==> config.mk <==
export PLATFORM = sky130hd
export DESIGN_NAME = niosqs_pio_in
export DESIGN_NICKNAME = d
export VERILOG_FILES = /design/src/rtl/niosqs_pio_in.sv
export SDC_FILE = /design/constraint.sdc
export NUM_CORES = 1
export LEC_CHECK = 0
export ABC_AREA = 1
export BUFFER_PORTS_ARGS = -buffer_cell sky130_fd_sc_hd__buf_2
export CAP_MARGIN = 20
export CORE_UTILIZATION = 52
export DETAILED_ROUTE_END_ITERATION = 10
export PLACE_DENSITY_LB_ADDON = 0.3
export SETUP_SLACK_MARGIN = 0.5
export SLEW_MARGIN = 10
export SYNTH_ARGS = -nofsm -noshare
export SYNTH_HDL_FRONTEND = slang
export SYNTH_SLANG_ARGS = --single-unit
==> constraint.sdc <==
create_clock -name clk -period 2.16 [get_ports clk]
set_clock_uncertainty 0.1 [all_clocks]
set_input_delay 0 -clock clk [delete_from_list [all_inputs] [get_ports clk]]
set_output_delay 0 -clock clk [all_outputs]
set_load 0.005 [all_outputs]
==> src/rtl/niosqs_pio_in.sv <==
// niosqs_pio_in: Avalon-MM input PIO with a two-flop pin synchroniser, per-bit edge capture and one IRQ.
// Optional PIO_IN_BIT_CLEAR_EN: EDGE writes become write-1-to-clear instead of clearing every bit.

module niosqs_pio_in_bit #(
    parameter int EDGE_TYPE = 0
) (
    input  logic clk,
    input  logic reset,
    input  logic pin,
    input  logic clr,
    output logic data_in,
    output logic edge_cap
);
    logic s1, s2, s3, detect;

    always_comb begin
        case (EDGE_TYPE)
            0:       detect = s2 & ~s3;
            1:       detect = ~s2 & s3;
            default: detect = s2 ^ s3;
        endcase
    end

    // A detected edge wins over a simultaneous clear so no event is ever dropped.
    always_ff @(posedge clk) begin
        if (reset) begin
            s1       <= 1'b0;
            s2       <= 1'b0;
            s3       <= 1'b0;
            edge_cap <= 1'b0;
        end else begin
            s1       <= pin;
            s2       <= s1;
            s3       <= s2;
            edge_cap <= detect | (edge_cap & ~clr);
        end
    end

    assign data_in = s2;
endmodule

module niosqs_pio_in #(
    parameter int WIDTH     = 8,
    parameter int EDGE_TYPE = 0,
    parameter int IRQ_TYPE  = 1
) (
    input  logic             clk,
    input  logic             reset,
    input  logic             chipselect,
    input  logic [2:0]       address,
    input  logic             write_n,
    input  logic [31:0]      writedata,
    output logic [31:0]      readdata,
    input  logic [WIDTH-1:0] in_port,
    output logic             irq
);
    typedef struct packed {
        logic mask_wr;
        logic edge_wr;
    } wr_sel_t;

    wr_sel_t          wr_sel;
    logic [WIDTH-1:0] data_in, edge_capture, irq_mask, edge_clr;
    logic [31:0]      rd_mux;
    logic             wr_strobe;
    logic             unused_wdata;

    assign wr_strobe      = chipselect & ~write_n;
    assign wr_sel.mask_wr = wr_strobe & (address == 3'd2);
    assign wr_sel.edge_wr = wr_strobe & (address == 3'd3);
    assign unused_wdata   = ^writedata;

`ifdef PIO_IN_BIT_CLEAR_EN
    assign edge_clr = wr_sel.edge_wr ? writedata[WIDTH-1:0] : '0;
`else
    assign edge_clr = {WIDTH{wr_sel.edge_wr}};
`endif

    genvar i;
    generate
        for (i = 0; i < WIDTH; i++) begin : g_bit
            niosqs_pio_in_bit #(.EDGE_TYPE(EDGE_TYPE)) u_bit (
                .clk      (clk),
                .reset    (reset),
                .pin      (in_port[i]),
                .clr      (edge_clr[i]),
                .data_in  (data_in[i]),
                .edge_cap (edge_capture[i])
            );
        end
    endgenerate

    always_ff @(posedge clk) begin
        if (reset)               irq_mask <= '0;
        else if (wr_sel.mask_wr) irq_mask <= writedata[WIDTH-1:0];
    end

    // Reads need no chipselect and have no side effects; upper bits stay zero.
    always_comb begin
        rd_mux = '0;
        case (address)
            3'd0:    rd_mux[WIDTH-1:0] = data_in;
            3'd2:    rd_mux[WIDTH-1:0] = irq_mask;
            3'd3:    rd_mux[WIDTH-1:0] = edge_capture;
            default: rd_mux = '0;
        endcase
    end

    always_ff @(posedge clk) begin
        if (reset) readdata <= '0;
        else       readdata <= rd_mux;
    end

    generate
        if (IRQ_TYPE == 1) begin : g_irq_edge
            assign irq = |(edge_capture & irq_mask);
        end else begin : g_irq_level
            assign irq = |(data_in & irq_mask);
        end
    endgenerate
endmodule

==> results_tabular.tex, run 1 <==
\begin{tabular}{lr}
\hline
Metric & Value \\
\hline
\multicolumn{2}{l}{\textbf{Global routing}} \\
\quad GRT Util Overall & 0.1959 \\
\quad Via count of the first global-routing pass & around 1500 \\
\quad Grt met1 use & 0.2294 \\
\quad Total congestion overflow & 0 \\
\quad Wire length of the first global-routing pass & 6196 microns \\
\quad Global routing met2 resource utilization & 0.3157 \\
\quad Peak-usage layer in the global routing report & met2 \\
\quad Global Route met3 Usage & 0.06424 \\
\quad Number of antenna violations at the first check in global routing & 0 \\
\quad Maximum number of pins on one net before global-route repair & 18 \\
\multicolumn{2}{l}{\textbf{Pwr}} \\
\quad Combinational Power Share & 0.095 \\
\quad Sw Ratio & 0.2272 \\
\quad Final total power & $\sim$1.7 mW \\
\quad Internal & roughly 1.3 mW \\
\quad Total power density per cell area & 684.3 mW/mm\^{}2 \\
\quad Largest vdd supply drop & slightly above 0.0004 V \\
\quad Net switching power & $\sim$390 uW \\
\quad Part of the power in registers & 0.547 \\
\quad Clock network fraction of design power & 0.358 \\
\quad Leak & 1.254 nW \\
\multicolumn{2}{l}{\textbf{Floorplanning}} \\
\quad Effective utilization at floorplan & 0.5571 \\
\quad Area of the die & 0.004298 sq mm \\
\quad Width of the die & between 60 and 70 microns \\
\quad Standard cell core area & 0.003771 sq mm \\
\quad Top Ports & 80 \\
\quad Cell row count & 22 \\
\quad Die Span Y & 65.56 microns \\
\multicolumn{2}{l}{\textbf{Clock network}} \\
\quad Clock slew seen by the registers of the worst setup and hold paths & 0.08 ns \\
\quad Number of buffers added by the clock tree synthesis step & 5 \\
\quad Sinks on the clock net & 48 \\
\quad Number of buffers inserted to repair setup after CTS & 0 \\
\quad Cell at the root of the clock tree & sky130\_fd\_sc\_hd\_\_clkbuf\_8 \\
\quad TritonCTS clock tree & yes \\
\quad Clock network latency to the later pin of the worst-skew pair & 0.30 ns \\
\quad CTS HTree Levels & 2 \\
\quad Bufs on Longest Clock Path & 2 \\
\multicolumn{2}{l}{\textbf{Logic synthesis}} \\
\quad Synth Warn \# & 0 \\
\quad Number of synthesized register bits & 48 \\
\quad Post-synth cell types & 19 \\
\quad Seq/Total Area, Yosys & 0.4574 \\
\quad Cells after Synth & 280 \\
\quad Avg Inst Size Synth & about 7.5 sq um \\
\quad Netlist area before placement & 0.002101 sq mm \\
\multicolumn{2}{l}{\textbf{Cells and area}} \\
\quad Growth of design area from synthesis to finish & 18.58\% \\
\quad NumNets Final & approximately 380 \\
\quad Share of final-layout standard cells stronger than drive strength 1 & 0.1662 \\
\quad Number of diodes & 0 \\
\quad Most frequent cells in the layout & 61 x sky130\_fd\_sc\_hd\_\_nor2\_1, 48 x sky130\_fd\_sc\_hd\_\_inv\_1, 48 x sky130\_fd\_sc\_hd\_\_dfxtp\_1 \\
\quad Utilization after layout & 0.6606 \\
\quad Commonest non-fill, non-tap cell in the layout & sky130\_fd\_sc\_hd\_\_nor2\_1 \\
\multicolumn{2}{l}{\textbf{Worst setup path}} \\
\quad Required arrival time at the worst endpoint & 2.26 ns \\
\quad Signal arrival time at the worst endpoint & 1.43 ns \\
\quad Worst setup EP type & register \\
\quad Critical path fanouts, max & 16 \\
\quad Startpoint Class & input port \\
\quad Critical path start-end classification & in -> reg \\
\multicolumn{2}{l}{\textbf{Drt}} \\
\quad Wirelength per Cell & 9.799 microns \\
\quad Detailed-route vias per instance & 4.412 \\
\quad Total Wirelength & 3714 microns \\
\quad Violation count after the first detailed-routing iteration & 100 \\
\quad ANT nets after route & 0 \\
\quad Initial DRT Pass Iterations & 4 \\
\quad Count of vias placed by the detailed router & about 1700 \\
\quad Post-route DRC violation count & 0 \\
\multicolumn{2}{l}{\textbf{Timing}} \\
\quad Setup repair after global routing missed its margin & false \\
\quad Final WS setup & slightly above 0.8 ns \\
\quad Max-slew violations & 0 \\
\quad Final critical-path share of the clock period & 0.6170 \\
\quad Final Critical Period & 1.333 ns \\
\quad F\_max & 0.7504 GHz \\
\quad Setup total negative slack & 0 ns \\
\quad Hold Violations, Final & 0 \\
\quad Setup violation total in the final timing report & 0 \\
\multicolumn{2}{l}{\textbf{Placement}} \\
\quad Number of port buffers & 31 \\
\quad Worst setup slack after placement & 1.115 ns \\
\quad Placed wire-length estimate & 2491 microns \\
\quad Global placer's final weighted congestion & 0.9121 \\
\multicolumn{2}{l}{\textbf{Flow run}} \\
\quad Maximum capacitance violations & 0 \\
\multicolumn{2}{l}{\textbf{Run status}} \\
\quad Status & finished, final reports clean \\
\multicolumn{2}{l}{\textbf{Hold path}} \\
\quad Class of the tightest hold or removal check & in -> reg \\
\hline
\end{tabular}
==> per-layer routing <==
layer | routed length, microns | up-vias
li1 | - | 886
met1 | 1658 | 729
met2 | 1795 | 50
met3 | 196 | 7
met4 | 64 | 0
met5 | 0 | -
==> metrics by stage <==
stage	hold WS, ns	cell area [sq um]	std cells
floorplan	-0.01737	2187	303
global placement	0.09856	2182	352
detailed placement	0.1101	2182	352
CTS	0.01063	2491	379
global route	0.04309	2491	379
finish	0.01109	2491	379
==> cell type report <==
cell class / count / area (sq um)
clock inverters: 1 / 30.03
well taps: 48 / 60.06
inverters: 54 / 205.2
fillers: 346 / 1280
flip-flops and latches: 48 / 960.9
repair buffers: 53 / 372.9
multi-input cells: 170 / 793.3
clock buffers: 5 / 68.82
==> timing repair <==
item / 4_1_cts / 5_1_grt
endpoints found under the hold margin: 26 / 0
gates resized for setup: 0 / 0
hold buffers: 21 / 0
setup endpoints to repair: 0 / 0
==> path summary, 6_finish.rpt <==
path | startpoint | end | slack (ns) | cells past startpoint
worst max-delay path | reset | g_bit[1].u_bit.s1 | 0.83 | 4
worst min-delay path | write_n | irq_mask[6] | 0.01 | 5
worst max register to register | g_bit[4].u_bit.edge_cap | readdata[4] | 1.28 | 4
worst min register to register | g_bit[6].u_bit.s1 | g_bit[6].u_bit.data_in | 0.30 | 2
==> critical path, stage by stage <==
cell	delay, ns
sky130_fd_sc_hd__dlygate4sd3_1	0.52
sky130_fd_sc_hd__buf_2	0.27
sky130_fd_sc_hd__nor2_1	0.08
sky130_fd_sc_hd__dlygate4sd3_1	0.56
==> state kept, by name, indices dropped and copies added, names as in the netlist <==
signal	count
g_bit.u_bit.data_in	8
readdata	8
g_bit.u_bit.edge_cap	8
irq_mask	8
g_bit.u_bit.s1	8
g_bit.u_bit.s3	8
==> power groups by stage <==
stage                     clock network [mW]  logic (mW)  registers [mW]
final                                  0.609       0.163           0.932
after global routing                   0.661       0.184           0.936
after CTS                              0.623       0.162           0.932
after detailed placement                   0       0.133           0.953
after global placement                     0       0.130           0.953
after floorplan                            0       0.128           0.949
==> Yosys cell counts <==
library cell / n / share of area
sky130_fd_sc_hd__nand4_1: 11 / 0.033
sky130_fd_sc_hd__nand3_2: 2 / 0.0095
sky130_fd_sc_hd__nor2_1: 61 / 0.11
sky130_fd_sc_hd__nand3_1: 23 / 0.055
sky130_fd_sc_hd__nor2_4: 3 / 0.016
sky130_fd_sc_hd__dfxtp_1: 48 / 0.46
sky130_fd_sc_hd__inv_2: 5 / 0.0089
sky130_fd_sc_hd__nand2_4: 2 / 0.011
sky130_fd_sc_hd__or2_2: 1 / 0.0030
sky130_fd_sc_hd__clkbuf_1: 2 / 0.0036
sky130_fd_sc_hd__nor2_8: 2 / 0.019
sky130_fd_sc_hd__nand3_4: 1 / 0.0083
sky130_fd_sc_hd__buf_4: 25 / 0.089
sky130_fd_sc_hd__conb_1: 1 / 0.0018
sky130_fd_sc_hd__buf_6: 2 / 0.011
sky130_fd_sc_hd__nand2_1: 40 / 0.071
sky130_fd_sc_hd__inv_1: 48 / 0.086
sky130_fd_sc_hd__buf_2: 2 / 0.0048
sky130_fd_sc_hd__inv_4: 1 / 0.0030
==> cells by family after synthesis <==
family,after synthesis,share of synthesized area
buf+inv,85,0.2061
flops,48,0.4574
other cells,1,0.001785
simple gates,146,0.3347
Power figures use the tool's default switching activity.
==> inputs of run 2 (changes only) <==
CORE_UTILIZATION = 44   (was 52)
clock period = 1.2 ns   (was 2.16 ns; I/O delays follow)
==> run 2 against run 1 <==
  * Sequential share of layout area shrank 2.8 points
  * Core utilization fell by 4.1 points
  * Combinational power up 120%
  * Setup slack worse by 0.89 ns
  * Total power rose by 93%
  * Critical path depth stayed put
  * Final cell count up 3.2%
  * Highest routed layer unchanged
  * Register-to-register slack got worse by 1.1 ns
  * Wire length rose by 6.7%
  * The run now ends with DRC, hold timing, setup timing left
  * Clock-buffer cell count increased by 2
==> results_tabular.tex, run 2 (synthesized netlist as in run 1, its figures left out) <==
\begin{tabular}{lr}
\hline
Metric & Value \\
\hline
\multicolumn{2}{l}{\textbf{Placement}} \\
\quad Number of port buffers & 31 (unchanged) \\
\quad Worst setup slack after placement & 0.2358 ns (-0.8789 ns) \\
\quad Number of cells after detailed placement & 358 (+1.7\%) \\
\quad Placed wire-length estimate & 2535 microns (+1.8\%) \\
\quad Global placer's final weighted congestion & 0.8616 (-5.5\%) \\
\multicolumn{2}{l}{\textbf{Drt}} \\
\quad Detailed-route vias per instance & 4.425 (+0.29\%) \\
\quad Count of vias placed by the detailed router & 1730 (+3.5\%) \\
\quad Wirelength per Cell & 10.14 microns (+3.5\%) \\
\quad Post-route DRC violation count & 5 (+5) \\
\quad Total Wirelength & 3964 microns (+6.7\%) \\
\quad Initial DRT Pass Iterations & 8 (+4) \\
\quad Violation count after the first detailed-routing iteration & 85 (-15\%) \\
\quad ANT nets after route & 0 (unchanged) \\
\multicolumn{2}{l}{\textbf{Clock network}} \\
\quad CTS HTree Levels & 2 (unchanged) \\
\quad TritonCTS clock tree & yes \\
\quad Number of buffers added by the clock tree synthesis step & 5 (unchanged) \\
\quad Clock slew seen by the registers of the worst setup and hold paths & 0.09 ns (about the same) \\
\quad Sinks on the clock net & 48 (unchanged) \\
\quad Clock network latency to the later pin of the worst-skew pair & 0.29 ns (about the same) \\
\quad Bufs on Longest Clock Path & 2 (unchanged) \\
\quad Hold\_buf cts & 8 (-62\%) \\
\quad Cell at the root of the clock tree & sky130\_fd\_sc\_hd\_\_clkbuf\_8 \\
\multicolumn{2}{l}{\textbf{Floorplanning}} \\
\quad Die Span Y & 71.10 microns (+8.4\%) \\
\quad Effective utilization at floorplan & 0.4695 (-0.08755) \\
\quad Width of the die & 71.10 microns (+8.4\%) \\
\quad Top Ports & 80 (unchanged) \\
\quad Area of the die & 0.005055 sq mm (+18\%) \\
\quad Standard cell core area & 0.004474 sq mm (+19\%) \\
\quad Cell row count & 24 (+9.1\%) \\
\multicolumn{2}{l}{\textbf{Pwr}} \\
\quad Leak & 1.357 nW (+8.2\%) \\
\quad Largest vdd supply drop & 0.0007633 V (+84\%) \\
\quad Total power density per cell area & 1185 mW/mm\^{}2 (+73\%) \\
\multicolumn{2}{l}{\textbf{Worst setup path}} \\
\quad Required arrival time at the worst endpoint & 1.10 ns (-1.16 ns) \\
\quad Critical path start-end classification & reg -> out \\
\quad Slowest cell on crit path & sky130\_fd\_sc\_hd\_\_dfxtp\_2 \\
\quad Startpoint Class & register \\
\quad Critical path fanouts, max & 2 (-14) \\
\quad Delay of the slowest critical-path stage & 0.34 ns (-0.22 ns) \\
\quad Signal arrival time at the worst endpoint & 1.16 ns (-0.27 ns) \\
\quad Minimum setup slack among reg-to-reg paths & 0.21 ns (-1.07 ns) \\
\quad Cell chain of the critical path & nand2\_2 > nand4\_1 > or2\_4 > buf\_6 \\
\quad Worst setup EP type & output port \\
\multicolumn{2}{l}{\textbf{Global routing}} \\
\quad GRT Util Overall & 0.1618 (-0.03411) \\
\quad Number of antenna violations at the first check in global routing & 0 (unchanged) \\
\quad Via count of the first global-routing pass & 1480 (+0.27\%) \\
\quad Total congestion overflow & 0 (unchanged) \\
\quad Wire length of the first global-routing pass & 6327 microns (+2.1\%) \\
\quad Maximum number of pins on one net before global-route repair & 27 (+9) \\
\multicolumn{2}{l}{\textbf{Timing}} \\
\quad Max-slew violations & 0 (unchanged) \\
\quad Final WS setup & -0.05903 ns (-0.8864 ns) \\
\quad Setup violation total in the final timing report & 1 (+1) \\
\quad Final critical-path share of the clock period & 1.049 \\
\quad Setup repair after global routing missed its margin & true \\
\quad Final Critical Period & roughly 1.3 ns \\
\quad F\_max & between 0.7 and 0.8 GHz \\
\quad Hold Violations, Final & 13 (+13) \\
\quad Worst Hold Slack & -0.09816 ns (-0.1093 ns) \\
\multicolumn{2}{l}{\textbf{Cells and area}} \\
\quad Commonest non-fill, non-tap cell in the layout & sky130\_fd\_sc\_hd\_\_nor2\_1 \\
\quad Number of diodes & 0 (unchanged) \\
\quad NumNets Final & 385 (+1.6\%) \\
\quad Growth of design area from synthesis to finish & 31.86\% \\
\quad Most frequent cells in the layout & 44 x sky130\_fd\_sc\_hd\_\_nor2\_1, 43 x sky130\_fd\_sc\_hd\_\_inv\_1, 38 x sky130\_fd\_sc\_hd\_\_nand2\_1 \\
\quad Post-Layout Cell Count & 391 (+3.2\%) \\
\quad Share of final-layout standard cells stronger than drive strength 1 & 0.3835 (+0.2173) \\
\multicolumn{2}{l}{\textbf{Run status}} \\
\quad Failing checks & DRC, hold timing, setup timing \\
\quad Status & finished, violations left \\
\multicolumn{2}{l}{\textbf{Flow run}} \\
\quad Maximum capacitance violations & 0 (unchanged) \\
\multicolumn{2}{l}{\textbf{Hold path}} \\
\quad Class of the tightest hold or removal check & in -> reg \\
\hline
\end{tabular}
## run 2: cell types whose count changed in the layout (fill, tap and decap cells not counted), moves of 4 or more
cell / previous run / this run
sky130_fd_sc_hd__dlygate4sd3_1: 21 / 8
sky130_fd_sc_hd__nor2_1: 61 / 44
sky130_fd_sc_hd__nand3_1: 23 / 18
sky130_fd_sc_hd__inv_1: 48 / 43
sky130_fd_sc_hd__inv_2: 5 / 9
sky130_fd_sc_hd__nor2_2: 0 / 13
sky130_fd_sc_hd__dfxtp_1: 48 / 23
sky130_fd_sc_hd__dfxtp_2: 0 / 25
sky130_fd_sc_hd__buf_4: 1 / 5
sky130_fd_sc_hd__nand3_2: 2 / 7
sky130_fd_sc_hd__buf_6: 0 / 14
sky130_fd_sc_hd__nor2_4: 3 / 7
## run 2: through the flow
| stage | power [mW] | area [sq um] | util | setup TNS (ns) |
|---|---|---|---|---|
| finish | 3.283 | 2770 | 0.6191 | -0.05903 |
| global route | 3.437 | 2770 | 0.6191 | -0.1247 |
| CTS | 3.264 | 2597 | 0.5805 | -0.06291 |
| detailed placement | 1.983 | 2267 | 0.5067 | 0 |
| global placement | 1.978 | 2267 | 0.5067 | 0 |
| floorplan | 1.953 | 2243 | - | 0 |
## run 2: cell type report
type	count	area, sq um
clock buffers	7	96.34
clock inverters	1	30.03
multi-input cells	170	897.1
fillers	419	1704
flip-flops and latches	48	992.2
inverters	54	221.5
repair buffers	59	467.9
well taps	52	65.06
## run 2: worst max-delay path: cells and delay by family (launching register included)
kind          cells  cell delay (ns)
buf+inv           1             0.11
simple gates      3             0.41
flops             1             0.34
## run 2: timing repair
item	CTS	global route
setup buffers	9	8
pin swaps	27	22
setup endpoints to repair	26	33
endpoints found under the hold margin	22	13
gates resized for setup	28	34
## run 2: worst paths after layout
| check | start | to | depth (start not counted) |
|---|---|---|---|
| setup / recovery | g_bit[6].u_bit.edge_cap | irq | 4 |
| hold reg to reg | g_bit[5].u_bit.s1 | g_bit[5].u_bit.data_in | 2 |
| setup reg to reg | g_bit[4].u_bit.edge_cap | readdata[4] | 6 |
| hold / removal | reset | g_bit[5].u_bit.data_in | 2 |
## run 2: where the power goes
| part | total (mW) | internal (mW) | switching (mW) |
|---|---|---|---|
| logic | 0.354 | 0.157 | 0.197 |
| registers | 1.69 | 1.65 | 0.0305 |
| clock network | 1.24 | 0.735 | 0.509 |
## run 2: per-layer routing
metal,global-route usage,share of wire,up-vias
li1,-,-,904
met1,0.1948,0.44,773
met5,0,0,-
met4,0.05778,0.017,0
met3,0.05271,0.040,8
met2,0.2714,0.50,45
==> inputs of run 3 (changes only) <==
ABC_CLOCK_PERIOD_IN_PS = 1300   (was default)
CORE_UTILIZATION = 48   (was 44)
clock period = 1.3 ns   (was 1.2 ns; I/O delays follow)
==> run 3 against run 2 <==
  * The run ends with hold timing left
  * Non-clock buffer count fell by 4
  * Total power decreased by 17%
  * Clock power down 30%
  * Largest cell class unchanged
==> results_tabular.tex, run 3 (synthesized netlist as in run 1, its figures left out) <==
\begin{tabular}{lr}
\hline
Metric & Value \\
\hline
\multicolumn{2}{l}{\textbf{Placement}} \\
\quad Global placer's final weighted congestion & 0.8204 (-4.8\%) \\
\quad Worst setup slack after placement & 0.2386 ns (+0.002792 ns) \\
\quad Area of placed instances & 0.002200 sq mm (-3.0\%) \\
\quad Number of port buffers & 31 (unchanged) \\
\quad Number of cells after detailed placement & 354 (-1.1\%) \\
\quad Placed wire-length estimate & 2520 microns (-0.62\%) \\
\multicolumn{2}{l}{\textbf{Cells and area}} \\
\quad Post-Layout Cell Count & 385 (-1.5\%) \\
\quad Total of fill cells in the finished design & 359 (-14\%) \\
\quad Fin area & 0.002644 sq mm (-4.6\%) \\
\quad NumNets Final & 381 (-1.0\%) \\
\quad Growth of design area from synthesis to finish & 25.85\% \\
\quad Most frequent cells in the layout & 52 x sky130\_fd\_sc\_hd\_\_nor2\_1, 44 x sky130\_fd\_sc\_hd\_\_inv\_1, 40 x sky130\_fd\_sc\_hd\_\_nand2\_1 \\
\quad Number of diodes & 0 (unchanged) \\
\quad Commonest non-fill, non-tap cell in the layout & sky130\_fd\_sc\_hd\_\_nor2\_1 \\
\quad Share of final-layout standard cells stronger than drive strength 1 & 0.3075 (-0.07602) \\
\quad Utilization after layout & 0.6470 (+0.02784) \\
\multicolumn{2}{l}{\textbf{Drt}} \\
\quad Count of vias placed by the detailed router & 1709 (-1.2\%) \\
\quad Post-route DRC violation count & 0 (-5) \\
\quad Wirelength per Cell & 10.31 microns (+1.7\%) \\
\quad Total Wirelength & 3969 microns (+0.13\%) \\
\quad Violation count after the first detailed-routing iteration & 116 (+36\%) \\
\quad Initial DRT Pass Iterations & 4 (-4) \\
\quad Detailed-route vias per instance & 4.439 (+0.33\%) \\
\quad ANT nets after route & 0 (unchanged) \\
\multicolumn{2}{l}{\textbf{Floorplanning}} \\
\quad Width of the die & 68.16 microns (-4.1\%) \\
\quad Effective utilization at floorplan & 0.5141 (+0.04457) \\
\quad Top Ports & 80 (unchanged) \\
\quad Standard cell core area & 0.004086 sq mm (-8.7\%) \\
\quad Area of the die & 0.004645 sq mm (-8.1\%) \\
\quad Cell row count & 23 (-4.2\%) \\
\quad Die Span Y & 68.16 microns (-4.1\%) \\
\multicolumn{2}{l}{\textbf{Clock network}} \\
\quad Number of buffers added by the clock tree synthesis step & 5 (unchanged) \\
\quad TritonCTS clock tree & yes \\
\quad Clock slew seen by the registers of the worst setup and hold paths & 0.09 ns (about the same) \\
\quad Hold\_buf cts & 16 (+8) \\
\quad CTS HTree Levels & 2 (unchanged) \\
\quad Cell at the root of the clock tree & sky130\_fd\_sc\_hd\_\_clkbuf\_8 \\
\quad Bufs on Longest Clock Path & 2 (unchanged) \\
\quad Sinks on the clock net & 48 (unchanged) \\
\quad Clock network latency to the later pin of the worst-skew pair & 0.30 ns (about the same) \\
\multicolumn{2}{l}{\textbf{Timing}} \\
\quad Worst Hold Slack & -0.03515 ns (+0.06301 ns) \\
\quad Hold Violations, Final & 11 (-2) \\
\quad Setup total negative slack & 0 ns (+0.05903 ns) \\
\quad Max-slew violations & 0 (unchanged) \\
\quad Final critical-path share of the clock period & 0.9796 \\
\quad Setup repair after global routing missed its margin & true \\
\quad Final WS setup & 0.02648 ns (+0.08551 ns) \\
\quad Final Critical Period & $\sim$1.3 ns \\
\quad F\_max & 0.7852 GHz \\
\quad Setup violation total in the final timing report & 0 (-1) \\
\multicolumn{2}{l}{\textbf{Hold path}} \\
\quad Class of the tightest hold or removal check & in -> reg \\
\quad Worst hold path startpoint & reset \\
\multicolumn{2}{l}{\textbf{Global routing}} \\
\quad Via count of the first global-routing pass & 1410 (-4.7\%) \\
\quad Wire length of the first global-routing pass & 6147 microns (-2.8\%) \\
\quad Total congestion overflow & 0 (unchanged) \\
\quad Maximum number of pins on one net before global-route repair & 19 (-30\%) \\
\quad Number of antenna violations at the first check in global routing & 0 (unchanged) \\
\quad GRT Util Overall & 0.1843 (+0.02256) \\
\multicolumn{2}{l}{\textbf{Run status}} \\
\quad Failing checks & hold timing \\
\quad Status & finished, violations left \\
\multicolumn{2}{l}{\textbf{Pwr}} \\
\quad Largest vdd supply drop & 0.0007222 V (-5.4\%) \\
\quad Leak & 1.325 nW (-2.3\%) \\
\quad Total power density per cell area & 1032 mW/mm\^{}2 (-13\%) \\
\multicolumn{2}{l}{\textbf{Worst setup path}} \\
\quad Required arrival time at the worst endpoint & 1.20 ns (+0.10 ns) \\
\quad Worst r2r src & g\_bit[2].u\_bit.edge\_cap \\
\quad Startpoint Class & register \\
\quad Crit path launch & irq\_mask[0] \\
\quad Critical path fanouts, max & 3 (+1) \\
\quad Worst setup EP type & output port \\
\quad Critical path start-end classification & reg -> out \\
\quad Signal arrival time at the worst endpoint & 1.17 ns (about the same) \\
\multicolumn{2}{l}{\textbf{Flow run}} \\
\quad Maximum capacitance violations & 0 (unchanged) \\
\hline
\end{tabular}
run 3: cell types whose count changed in the layout (fill, tap and decap cells not counted), moves of 3 or more:
cell,previous run,this run
sky130_fd_sc_hd__nor2_2,13,8
sky130_fd_sc_hd__dlygate4sd3_1,8,11
sky130_fd_sc_hd__nor2_1,44,52
sky130_fd_sc_hd__buf_6,14,10
sky130_fd_sc_hd__nor2_4,7,4
sky130_fd_sc_hd__buf_2,29,24
sky130_fd_sc_hd__dlymetal6s4s_1,0,5
run 3: timing repair:
item                                    4_1_cts  5_1_grt
setup buffers                                 5        2
gates resized for setup                      10       50
endpoints found under the setup margin       17       31
endpoints found under the hold margin        22        7
pin swaps                                     2        9
run 3: worst paths after layout:
| check | to | slack [ns] | cells past startpoint |
|---|---|---|---|
| worst max-delay path | irq | 0.03 | 4 |
| worst min-delay path | g_bit[1].u_bit.s1 | -0.04 | 2 |
| worst max register to register | readdata[2] | 0.24 | 6 |
| worst min register to register | g_bit[1].u_bit.data_in | 0.30 | 2 |
run 3: per-stage QoR:
stage | power (mW) | hold WS [ns]
2_1_floorplan | 1.790 | -0.01737
3_3_place_gp | 1.804 | 0.09726
3_5_place_dp | 1.812 | 0.1068
4_1_cts | 2.714 | -0.05308
5_1_grt | 2.864 | -0.01869
6_report | 2.728 | -0.03515
run 3: layout make-up:
class	count	area [sq um]	area share
Clock buffer	7	76.32	0.02887
Timing Repair Buffer	55	455.4	0.1723
Inverter	54	210.2	0.07951
Tap cell	50	62.56	0.02366
Clock inverter	1	8.758	0.003313
Multi-Input combinational cell	170	838.3	0.3171
Sequential cell	48	992.2	0.3753
run 3: where the power goes:
group	switching, mW	internal, mW	leakage (nW)
Combinational	0.171	0.139	0.880
Clock	0.479	0.385	0.0424
Sequential	0.0284	1.53	0.403
run 3: critical path, stage by stage (launching register included):
cell and delay (ns):
sky130_fd_sc_hd__dfxtp_1 0.33, sky130_fd_sc_hd__nand2_1 0.07, sky130_fd_sc_hd__nand4_1 0.12, sky130_fd_sc_hd__or2_4 0.25, sky130_fd_sc_hd__buf_6 0.11
run 3: layer usage:
layer | vias to the layer above | part of all wire | GRT usage | wire (microns)
li1 | 892 | - | - | -
met4 | 0 | 0.022 | 0.09115 | 89
met5 | - | 0 | 0 | 0
met1 | 757 | 0.43 | 0.2125 | 1707
met3 | 9 | 0.049 | 0.05000 | 195
met2 | 51 | 0.50 | 0.3113 | 1978
